==> src/rtl/cordic_pkg.sv <==
// cordic_pkg: shared angle table, gain constant and FSM types
// for the CORDIC engines. Angles are full-circle = 2^N units.
package cordic_pkg;

    localparam int CW    = 5;
    localparam int TAB_N = 24;

    // atan(2^-i) in 32-bit full-circle units, rounded
    localparam logic [31:0] ATAN_TAB [TAB_N] = '{
        32'h2000_0000, 32'h12E4_051E, 32'h09FB_385B, 32'h0511_11D4,
        32'h028B_0D43, 32'h0145_D7E1, 32'h00A2_F61E, 32'h0051_7C55,
        32'h0028_BE53, 32'h0014_5F2F, 32'h000A_2F98, 32'h0005_17CC,
        32'h0002_8BE6, 32'h0001_45F3, 32'h0000_A2FA, 32'h0000_517D,
        32'h0000_28BE, 32'h0000_145F, 32'h0000_0A30, 32'h0000_0518,
        32'h0000_028C, 32'h0000_0146, 32'h0000_00A3, 32'h0000_0051
    };

    // 1/K = 0.607252935 as a 32-bit unsigned fraction
    localparam logic [31:0] KINV32 = 32'h9B74_EDA8;

    localparam logic MODE_ROT = 1'b0;
    localparam logic MODE_VEC = 1'b1;

    typedef enum logic [1:0] {
        IDLE  = 2'd0,
        RUN   = 2'd1,
        SCALE = 2'd2,
        DONE  = 2'd3
    } state_t;

    // Rescale a 32-bit fraction/angle to w bits, round to nearest
    function automatic logic [31:0] round_to_w(input logic [31:0] v,
                                               input int w);
        logic [31:0] r;
        if (w >= 32) r = v;
        else         r = (v + (32'd1 << (31 - w))) >> (32 - w);
        return r;
    endfunction

    function automatic logic [31:0] atan_w(input int i, input int w);
        return round_to_w(ATAN_TAB[i[4:0]], w);
    endfunction

endpackage

==> src/rtl/cordic_microrot.sv <==
// cordic_microrot: one combinational CORDIC micro-rotation.
// Shared by the iterative engine and the unrolled variant.
module cordic_microrot
    import cordic_pkg::*;
#(
    parameter int W = 18
) (
    input  logic [W-1:0]  x,
    input  logic [W-1:0]  y,
    input  logic [W-1:0]  z,
    input  logic [CW-1:0] sh,
    input  logic [W-1:0]  phi,
    input  logic          mode,
    output logic [W-1:0]  x_next,
    output logic [W-1:0]  y_next,
    output logic [W-1:0]  z_next
);

    logic [W-1:0] xs;
    logic [W-1:0] ys;
    logic         d;

    // d=1 rotates counter-clockwise; rotation drives z to 0, vectoring drives y to 0
    always_comb begin
        xs = $signed(x) >>> sh;
        ys = $signed(y) >>> sh;
        d  = (mode == MODE_ROT) ? ~z[W-1] : y[W-1];
        if (d) begin
            x_next = x - ys;
            y_next = y + xs;
            z_next = z - phi;
        end else begin
            x_next = x + ys;
            y_next = y - xs;
            z_next = z + phi;
        end
    end

endmodule

==> src/rtl/cordic_iter_param.sv <==
// cordic_iter_param: iterative CORDIC, one micro-rotation per clock,
// valid/ready in and out. CORDIC_GAIN_COMP_EN adds a 1/K SCALE step.
module cordic_iter_param
    import cordic_pkg::*;
#(
    parameter int W    = 18,
    parameter int ITER = 16
) (
    input  logic         clk,
    input  logic         rst_n,
    input  logic         in_valid,
    output logic         in_ready,
    input  logic         mode,
    input  logic [W-1:0] x_in,
    input  logic [W-1:0] y_in,
    input  logic [W-1:0] z_in,
    output logic         out_valid,
    input  logic         out_ready,
    output logic [W-1:0] x_out,
    output logic [W-1:0] y_out,
    output logic [W-1:0] z_out,
    output logic         busy
);

    if (ITER < 4 || ITER > W - 1 || ITER > TAB_N) begin : g_bad_iter
        $fatal(1, "cordic_iter_param: ITER must be 4..min(W-1,24)");
    end

`ifdef CORDIC_GAIN_COMP_EN
    localparam state_t AFTER_RUN = SCALE;
    localparam logic [W-1:0] KINV = W'(round_to_w(KINV32, W));
    localparam int PW = 2 * W + 2;

    // v * 1/K, rounded to nearest, wrapped to W bits
    function automatic logic [W-1:0] gain(input logic [W-1:0] v);
        logic signed [PW-1:0] p;
        p = $signed({{(W + 2){v[W-1]}}, v})
          * $signed({{(W + 2){1'b0}}, KINV});
        p = p + PW'(1 << (W - 1));
        return W'(p >>> W);
    endfunction
`else
    localparam state_t AFTER_RUN = DONE;
`endif

    state_t        state;
    state_t        state_n;
    logic [W-1:0]  xr, yr, zr;
    logic [W-1:0]  xp, yp, zp;
    logic [W-1:0]  xn, yn, zn;
    logic [W-1:0]  phi;
    logic [CW-1:0] cnt;
    logic          md;
    logic          flip;
    logic          acc;
    logic          last;

    assign in_ready  = (state == IDLE) || (state == DONE && out_ready);
    assign out_valid = (state == DONE);
    assign busy      = (state != IDLE);
    assign acc       = in_valid && in_ready;
    assign last      = (cnt == CW'(ITER - 1));

    // fold operands into the converging half-plane by adding 180 deg
    always_comb begin
        flip = (mode == MODE_ROT) ? (z_in[W-1] ^ z_in[W-2]) : x_in[W-1];
        xp   = flip ? -x_in : x_in;
        yp   = flip ? -y_in : y_in;
        zp   = flip ? {~z_in[W-1], z_in[W-2:0]} : z_in;
    end

    // elementary angle for the current iteration
    always_comb begin
        phi = W'(atan_w(int'(cnt), W));
    end

    cordic_microrot #(.W(W)) u_rot (
        .x      (xr),
        .y      (yr),
        .z      (zr),
        .sh     (cnt),
        .phi    (phi),
        .mode   (md),
        .x_next (xn),
        .y_next (yn),
        .z_next (zn)
    );

    // next-state logic
    always_comb begin
        state_n = state;
        unique case (state)
            IDLE:    if (in_valid) state_n = RUN;
            RUN:     if (last) state_n = AFTER_RUN;
            SCALE:   state_n = DONE;
            DONE:    if (out_ready) state_n = in_valid ? RUN : IDLE;
            default: state_n = IDLE;
        endcase
    end

    // state register
    always_ff @(posedge clk or negedge rst_n) begin
        if (!rst_n) state <= IDLE;
        else        state <= state_n;
    end

    // working registers: load on accept, iterate while running
    always_ff @(posedge clk or negedge rst_n) begin
        if (!rst_n) begin
            xr  <= '0;
            yr  <= '0;
            zr  <= '0;
            md  <= MODE_ROT;
            cnt <= '0;
        end else if (acc) begin
            xr  <= xp;
            yr  <= yp;
            zr  <= zp;
            md  <= mode;
            cnt <= '0;
        end else if (state == RUN) begin
            xr  <= xn;
            yr  <= yn;
            zr  <= zn;
            cnt <= cnt + 1'b1;
        end
    end

    // result registers: loaded once per transaction, held across handshakes
    always_ff @(posedge clk or negedge rst_n) begin
        if (!rst_n) begin
            x_out <= '0;
            y_out <= '0;
            z_out <= '0;
`ifdef CORDIC_GAIN_COMP_EN
        end else if (state == SCALE) begin
            x_out <= gain(xr);
            y_out <= gain(yr);
            z_out <= zr;
`else
        end else if (state == RUN && last) begin
            x_out <= xn;
            y_out <= yn;
            z_out <= zn;
`endif
        end
    end

endmodule

==> config.mk <==
export PLATFORM = sky130hd
export DESIGN_NAME = cordic_iter_param
export DESIGN_NICKNAME = d
export VERILOG_FILES = /design/src/rtl/cordic_pkg.sv /design/src/rtl/cordic_microrot.sv /design/src/rtl/cordic_iter_param.sv
export SDC_FILE = /design/constraint.sdc
export NUM_CORES = 1
export LEC_CHECK = 0
export ABC_AREA = 1
export CORE_MARGIN = 2
export CORE_UTILIZATION = 33
export DETAILED_ROUTE_END_ITERATION = 16
export PLACE_DENSITY = 0.54
export SETUP_SLACK_MARGIN = 0.1
export SLEW_MARGIN = 40
export SYNTH_ARGS = -nofsm -noshare
export SYNTH_HDL_FRONTEND = slang
export SYNTH_SLANG_ARGS = --single-unit
export TNS_END_PERCENT = 30
==> constraint.sdc <==
create_clock -name clk -period 8 [get_ports clk]
set_input_delay 1.6 -clock clk [delete_from_list [all_inputs] [get_ports clk]]
set_output_delay 1.6 -clock clk [all_outputs]
set_load 0.02 [all_outputs]
==> flow_metrics.py, run 1 <==
metrics = {
    "outcome": {
        "status": "completed",
    },
    "die": {
        "rows": 68,
        "fp.dieArea_sq_um": 36200,
        "ios": 116,
        "design.core.area_sq_um": 34400,
        "die_w_microns": 190,
        "fp.dieH_microns": 190,
        "start_util": 0.333,
    },
    "timing": {
        "tightest_slew_ns": 0.681,
        "whs_ns": 0.478,
        "finalHoldViolCount": 0,
        "setup_viol": 0,
        "fin_crit_ns": 5.51,
        "relSlewSlack": 0.546,
        "fmax_ghz": 0.181,
        "slew_viol_final": 0,
        "period_share": 0.689,
        "fin_tns_setup_ns": 0,
        "rsz0062_at_grt": "no",
        "skew_ns": 0.0127,
    },
    "routing": {
        "drc": 0,
        "vias_per_cell": 5.19,
        "drtPass1Iterations": 5,
        "wire_per_inst_microns": 17.7,
        "num_vias": 11800,
        "wirelength_microns": 40300,
        "ant_nets": 0,
        "drt_iter0_markers": 1141,
    },
    "final_layout": {
        "multi_input_area_sq_um": 7490,
        "final_cell_mix": "nand2_1 (527), inv_1 (162), nand3_1 (141)",
        "nets": 1941,
        "layout-drive-gt1-share": 0.0653,
        "final_area_sq_um": 13500,
        "n_antenna_cell": 0,
        "fill_cells": 3741,
        "final_common_cell": "nand2_1",
        "final-seq-area_sq_um": 2910,
        "area_growth_pct": 17.8,
        "post-route-util": 0.392,
    },
    "yosys": {
        "synth_edf_count": 0,
        "synth_nets": 1865,
        "synth_top_area_share": 0.254,
        "synth-async-reset-ratio": 1.00,
        "synthFlopType": "dfrtp_1",
        "syn_area_sq_um": 11400,
        "yosys.area.top_type": "dfrtp_1",
        "ys_ff_latch": 116,
        "ys_warn_count": 0,
        "synth.avg_cell_area_sq_um": 6.60,
        "ys_seq_area_frac": 0.254,
        "synth_area_leaders": "dfrtp_1 (25%), nand2_1 (17%), ha_1 (7.5%)",
        "syn-instance-count": 1734,
        "synth_cell_types": 51,
    },
    "grt": {
        "antenna_found_initial": 0,
        "grt_pass1_vias": 11200,
        "overflow": 0,
        "grt_max_degree": 84,
        "grtUsageTotal": 0.226,
        "grt_pass1_wl_microns": 63600,
    },
    "clock_network": {
        "numCtsBuffers": 17,
        "cts_setup_buffers": 0,
        "cts_root_buffer": "clkbuf_16",
        "cts.clk_slew.worst_paths_ns": 0.07,
        "cts.path.max_buffers": 2,
        "clock_latency_ns": 0.43,
        "htree_num_levels": 4,
        "cts_sinks": 116,
        "cts_tree": "done",
        "hold_buffers": 0,
        "post_cts_resized": 0,
    },
    "worst_setup_path": {
        "path_class": "register to register",
        "startpoint_type": "register",
        "regToRegStartpoint": "cnt[1]",
        "cp.required_ns": 8.32,
        "cp-end-kind": "register",
        "crit_path_max_fanout": 27,
        "worstPathArrival_ns": 5.83,
        "crit_start": "cnt[1]",
    },
    "place": {
        "portBuffers": 115,
        "dpl_cell_area_sq_um": 12900,
        "hpwl_microns": 31200,
        "place_congestion": 0.958,
    },
    "min_path": {
        "min_path_type": "register to register",
        "hold_start": "y_out[4]",
    },
    "run": {
        "drv_cap": 0,
    },
}
## registers in the layout, summed over array words and instances (netlist names)
| signal | flops |
|---|---|
| cnt | 5 |
| md | 1 |
| state | 2 |
| x_out | 18 |
| xr | 18 |
| y_out | 18 |
| yr | 18 |
| z_out | 18 |
| zr | 18 |
## metal layers
layer	up-vias	GRT usage	wire length, microns
met4	0	0.0534	484
met3	30	0.0293	2470
met1	5520	0.345	20300
met2	381	0.336	17000
met5	-	0	0
li1	5890	-	-
## logic make-up after synthesis
logic type,after synthesis,synth area share
AOI/OAI and AO/OA,343,0.176
xor gates and xnor gates,108,0.0827
adders and majority gates,72,0.0807
buffers and inverters,246,0.0933
DFF,116,0.254
muxes,2,0.00175
and+or+nand+nor,847,0.312
## Yosys cell counts, types with 3 or more instances
master and number:
a22oi_1 6, inv_2 9, nand2_1 528, nor2_1 106, or2_2 4, xnor2_1 50, inv_1 162, o21ai_1 43
o21ai_0 113, nand3b_1 3, xor2_1 58, nor2_2 14, clkbuf_1 35, a31oi_1 12, nand3_1 141, buf_4 7
a21oi_2 3, fa_1 3, nand4_1 11, o21ai_2 9, ha_1 69, buf_1 5, buf_6 13, o21ai_4 3
dfrtp_1 116, a21oi_1 86, o31ai_1 9, o211ai_1 27, o221ai_1 15, buf_2 12, nand2_2 9, nor3_1 15
o22ai_1 6, nand3_2 7
## critical path, stage by stage (launching register included)
cell     delay, ns
dfrtp_1       0.73
buf_4         0.35
inv_4         0.17
ha_1          0.28
nand2_1       0.11
inv_1         0.09
nand2_1       0.08
nand3_2       0.14
ha_1          0.27
xnor2_1       0.36
inv_1         0.12
ha_1          0.30
o21ai_0       0.45
ha_1          0.34
nand3_1       0.08
nand3_1       0.11
a21oi_1       0.24
o21ai_0       0.24
nand3_1       0.17
nand2_1       0.07
nand2_1       0.12
a21oi_1       0.08
nor2_1        0.13
inv_1         0.05
nand3_1       0.09
nand3_1       0.09
nand2_1       0.08
nand2_1       0.05
## path summary, 6_finish.rpt
path                            endpoint  slack [ns]  cells past startpoint
worst max-delay path              zr[17]        2.49                     27
worst min-delay path            y_out[4]        0.48                      2
worst max register to register    zr[17]        2.49                     27
worst min register to register  y_out[4]        0.48                      2
max in group asynchronous         cnt[0]        5.65                      2
min in group asynchronous       y_out[5]        1.20                      1
## per-stage QoR
| stage | setup WS (ns) | std cells |
|---|---|---|
| floorplan | 3.98 | 1734 |
| global placement | 2.63 | 2246 |
| detailed placement | 2.63 | 2246 |
| CTS | 2.59 | 2278 |
| global route | 1.98 | 2278 |
| finish | 2.49 | 2278 |
## cell type report
type | count | share of cell area
repair buffers | 129 | 0.0936
clock inverters | 15 | 0.0125
inverters | 174 | 0.0489
flip-flops and latches | 116 | 0.216
well taps | 455 | 0.0422
clock buffers | 17 | 0.0316
multi-input cells | 1372 | 0.556
Power of run 1 is left out: the tool's default activity adds up to more than one toggle a clock period on the data nets, which glitch-free logic cannot reach.
==> run 2: changes to the inputs <==
Settings changed: PLACE_DENSITY 0.54 to 0.56.
Clock period 8 ns to 4.8 ns, I/O delays scaled along.
==> run 2 against run 1 <==
Net effect:
- utilization increased by 1.8 points
- die area unchanged
- design area increased by 4.7%
- first-iteration DRC count decreased by 17%
- setup slack got worse by 2.2 ns
- clock skew increased by 0.0017 ns
- via count increased by 1.7%
- critical path depth decreased by 3
- maximum frequency increased by 23%
- register-to-register slack got worse by 2.2 ns
- critical endpoint is now yr[11]
- largest cell class unchanged
==> flow_metrics.py, run 2 (synthesized netlist as in run 1, its figures left out) <==
metrics = {
    "die": {
        "die_w_microns": 190,
        "rows": 68,
        "design.core.area_sq_um": 34400,
        "fp.dieH_microns": 190,
        "ios": 116,
        "start_util": 0.333,
        "fp.dieArea_sq_um": 36200,
    },
    "min_path": {
        "min_path_type": "input port to async pin",
    },
    "worst_setup_path": {
        "r2r_cells": 24,
        "crit_start": "cnt[0]",
        "cpPeakStageDelay_ns": 0.49,
        "critPathSlowestCell": "dfrtp_2",
        "crit_top_cell": "nand2_1",
        "crit_end": "yr[11]",
        "startpoint_type": "register",
        "path_delay_family": "compound AO/OA/AOI/OAI gates",
        "r2r_end": "yr[11]",
        "cp.required_ns": 5.08,
        "path_cells": "buf_4 -> buf_12 -> o21ai_0 -> nand2_1 -> nand3_1 -> nand3_1 -> nand2_1 -> inv_1 -> ha_1 -> inv_1 -> nand2_1 -> xor2_1 -> inv_1 -> ha_1 -> buf_4 -> nand3_1 -> nand2_1 -> a21oi_2 -> buf_4 -> o31ai_1 -> nand2_1 -> o21ai_0 -> xnor2_1 -> o221ai_1",
        "regToRegStartpoint": "cnt[0]",
        "path_class": "register to register",
        "crit_buf_inv": 7,
        "cp_num_cells": 24,
        "cp-end-kind": "register",
        "crit_path_max_fanout": 20,
        "worstPathArrival_ns": 4.77,
        "regToRegSetupSlack_ns": 0.31,
    },
    "routing": {
        "drc": 0,
        "drtPass1Iterations": 6,
        "drt_iter0_markers": 948,
        "ant_nets": 0,
        "wirelength_microns": 40000,
        "wire_per_inst_microns": 17.1,
        "vias_per_cell": 5.15,
        "num_vias": 12000,
    },
    "outcome": {
        "status": "completed",
    },
    "clock_network": {
        "clock_latency_ns": 0.44,
        "cts.path.max_buffers": 2,
        "cts.clk_slew.worst_paths_ns": 0.07,
        "htree_num_levels": 4,
        "cts_sinks": 116,
        "cts_root_buffer": "clkbuf_16",
        "hold_buffers": 0,
        "cts_tree": "done",
        "numCtsBuffers": 17,
    },
    "timing": {
        "slew_viol_final": 0,
        "setup_viol": 0,
        "tightest_slew_ns": 0.788,
        "period_share": 0.934,
        "fin_crit_ns": 4.49,
        "fin_tns_setup_ns": 0,
        "finalHoldViolCount": 0,
        "fmax_ghz": 0.223,
        "rsz0062_at_grt": "yes",
        "worst_slack_ns": 0.315,
        "skew_ns": 0.0145,
        "relSlewSlack": 0.475,
    },
    "final_layout": {
        "final_area_sq_um": 14100,
        "nets": 1994,
        "fill_cells": 3664,
        "area_growth_pct": 23.4,
        "final_common_cell": "nand2_1",
        "layout-drive-gt1-share": 0.107,
        "final_cell_mix": "nand2_1 (522), inv_1 (161), nand3_1 (140)",
    },
    "grt": {
        "overflow": 0,
        "grtUsageTotal": 0.220,
        "grt_pass1_vias": 11400,
        "grt_pass1_wl_microns": 62600,
        "grt_max_degree": 84,
        "antenna_found_initial": 1,
    },
    "run": {
        "drv_cap": 0,
    },
    "place": {
        "dpl_cell_area_sq_um": 13200,
        "hpwl_microns": 30900,
        "portBuffers": 115,
        "post-place-ws_ns": 0.288,
        "place_congestion": 0.938,
    },
}
==> run 2: cell count changes in the layout (fill, tap and decap cells not counted), sizes merged <==
cell      delta
clkinv       +9
clkbuf       +4
diode        +1
buf         +49
inv          -7
clkinvlp     -2
==> run 2: worst reg2reg max path, delay by kind of cell (launching register included) <==
family | cells | cell delay [ns]
AOI/OAI and AO/OA | 5 | 1.22
and+or+nand+nor | 8 | 0.80
xor gates and xnor gates | 2 | 0.52
buffers and inverters | 7 | 0.83
DFF | 1 | 0.49
adders and majority gates | 2 | 0.49
==> run 2: final cells by class <==
class | instances | area, sq um | area share
clock inverters | 15 | 158 | 0.0112
diodes | 1 | 2.50 | 0.000177
well taps | 455 | 569 | 0.0403
multi-input cells | 1372 | 7620 | 0.540
inverters | 174 | 664 | 0.0471
flip-flops and latches | 116 | 2900 | 0.206
repair buffers | 182 | 1770 | 0.126
clock buffers | 17 | 425 | 0.0301
==> run 2: layer usage <==
metal / GRT usage / part of all wire
met3: 0.0353 / 0.057
met5: 0 / 0.00033
met4: 0.0543 / 0.018
met2: 0.335 / 0.43
met1: 0.323 / 0.49
==> run 2: what timing repair did <==
action                                  in CTS  in global routing
hold endpoints to repair                     0                  0
gates resized for setup                      0                 49
endpoints found under the setup margin       0                 23
buffers inserted                             0                 21
==> run 2: metrics by stage <==
step | hold WS [ns] | cells | util
after global routing | 0.453 | 2331 | 0.411
after global placement | 0.465 | 2275 | 0.383
after floorplan | 0.459 | 1734 | -
final | 0.446 | 2332 | 0.411
after detailed placement | 0.464 | 2276 | 0.383
after CTS | 0.441 | 2308 | 0.400
==> run 2: worst min-delay path by stage <==
stage | start | end | slack, ns | cells after the start
2_1_floorplan | xr[0] | xr[0] | 0.46 | 2
3_3_place_gp | y_out[15] | y_out[15] | 0.47 | 2
5_1_grt | rst_n | y_out[8] | 0.45 | 1
6_report | rst_n | yr[9] | 0.45 | 1
4_1_cts | rst_n | yr[9] | 0.44 | 1
3_5_place_dp | x_out[3] | x_out[3] | 0.46 | 2
Power of run 2 is left out for the same reason.
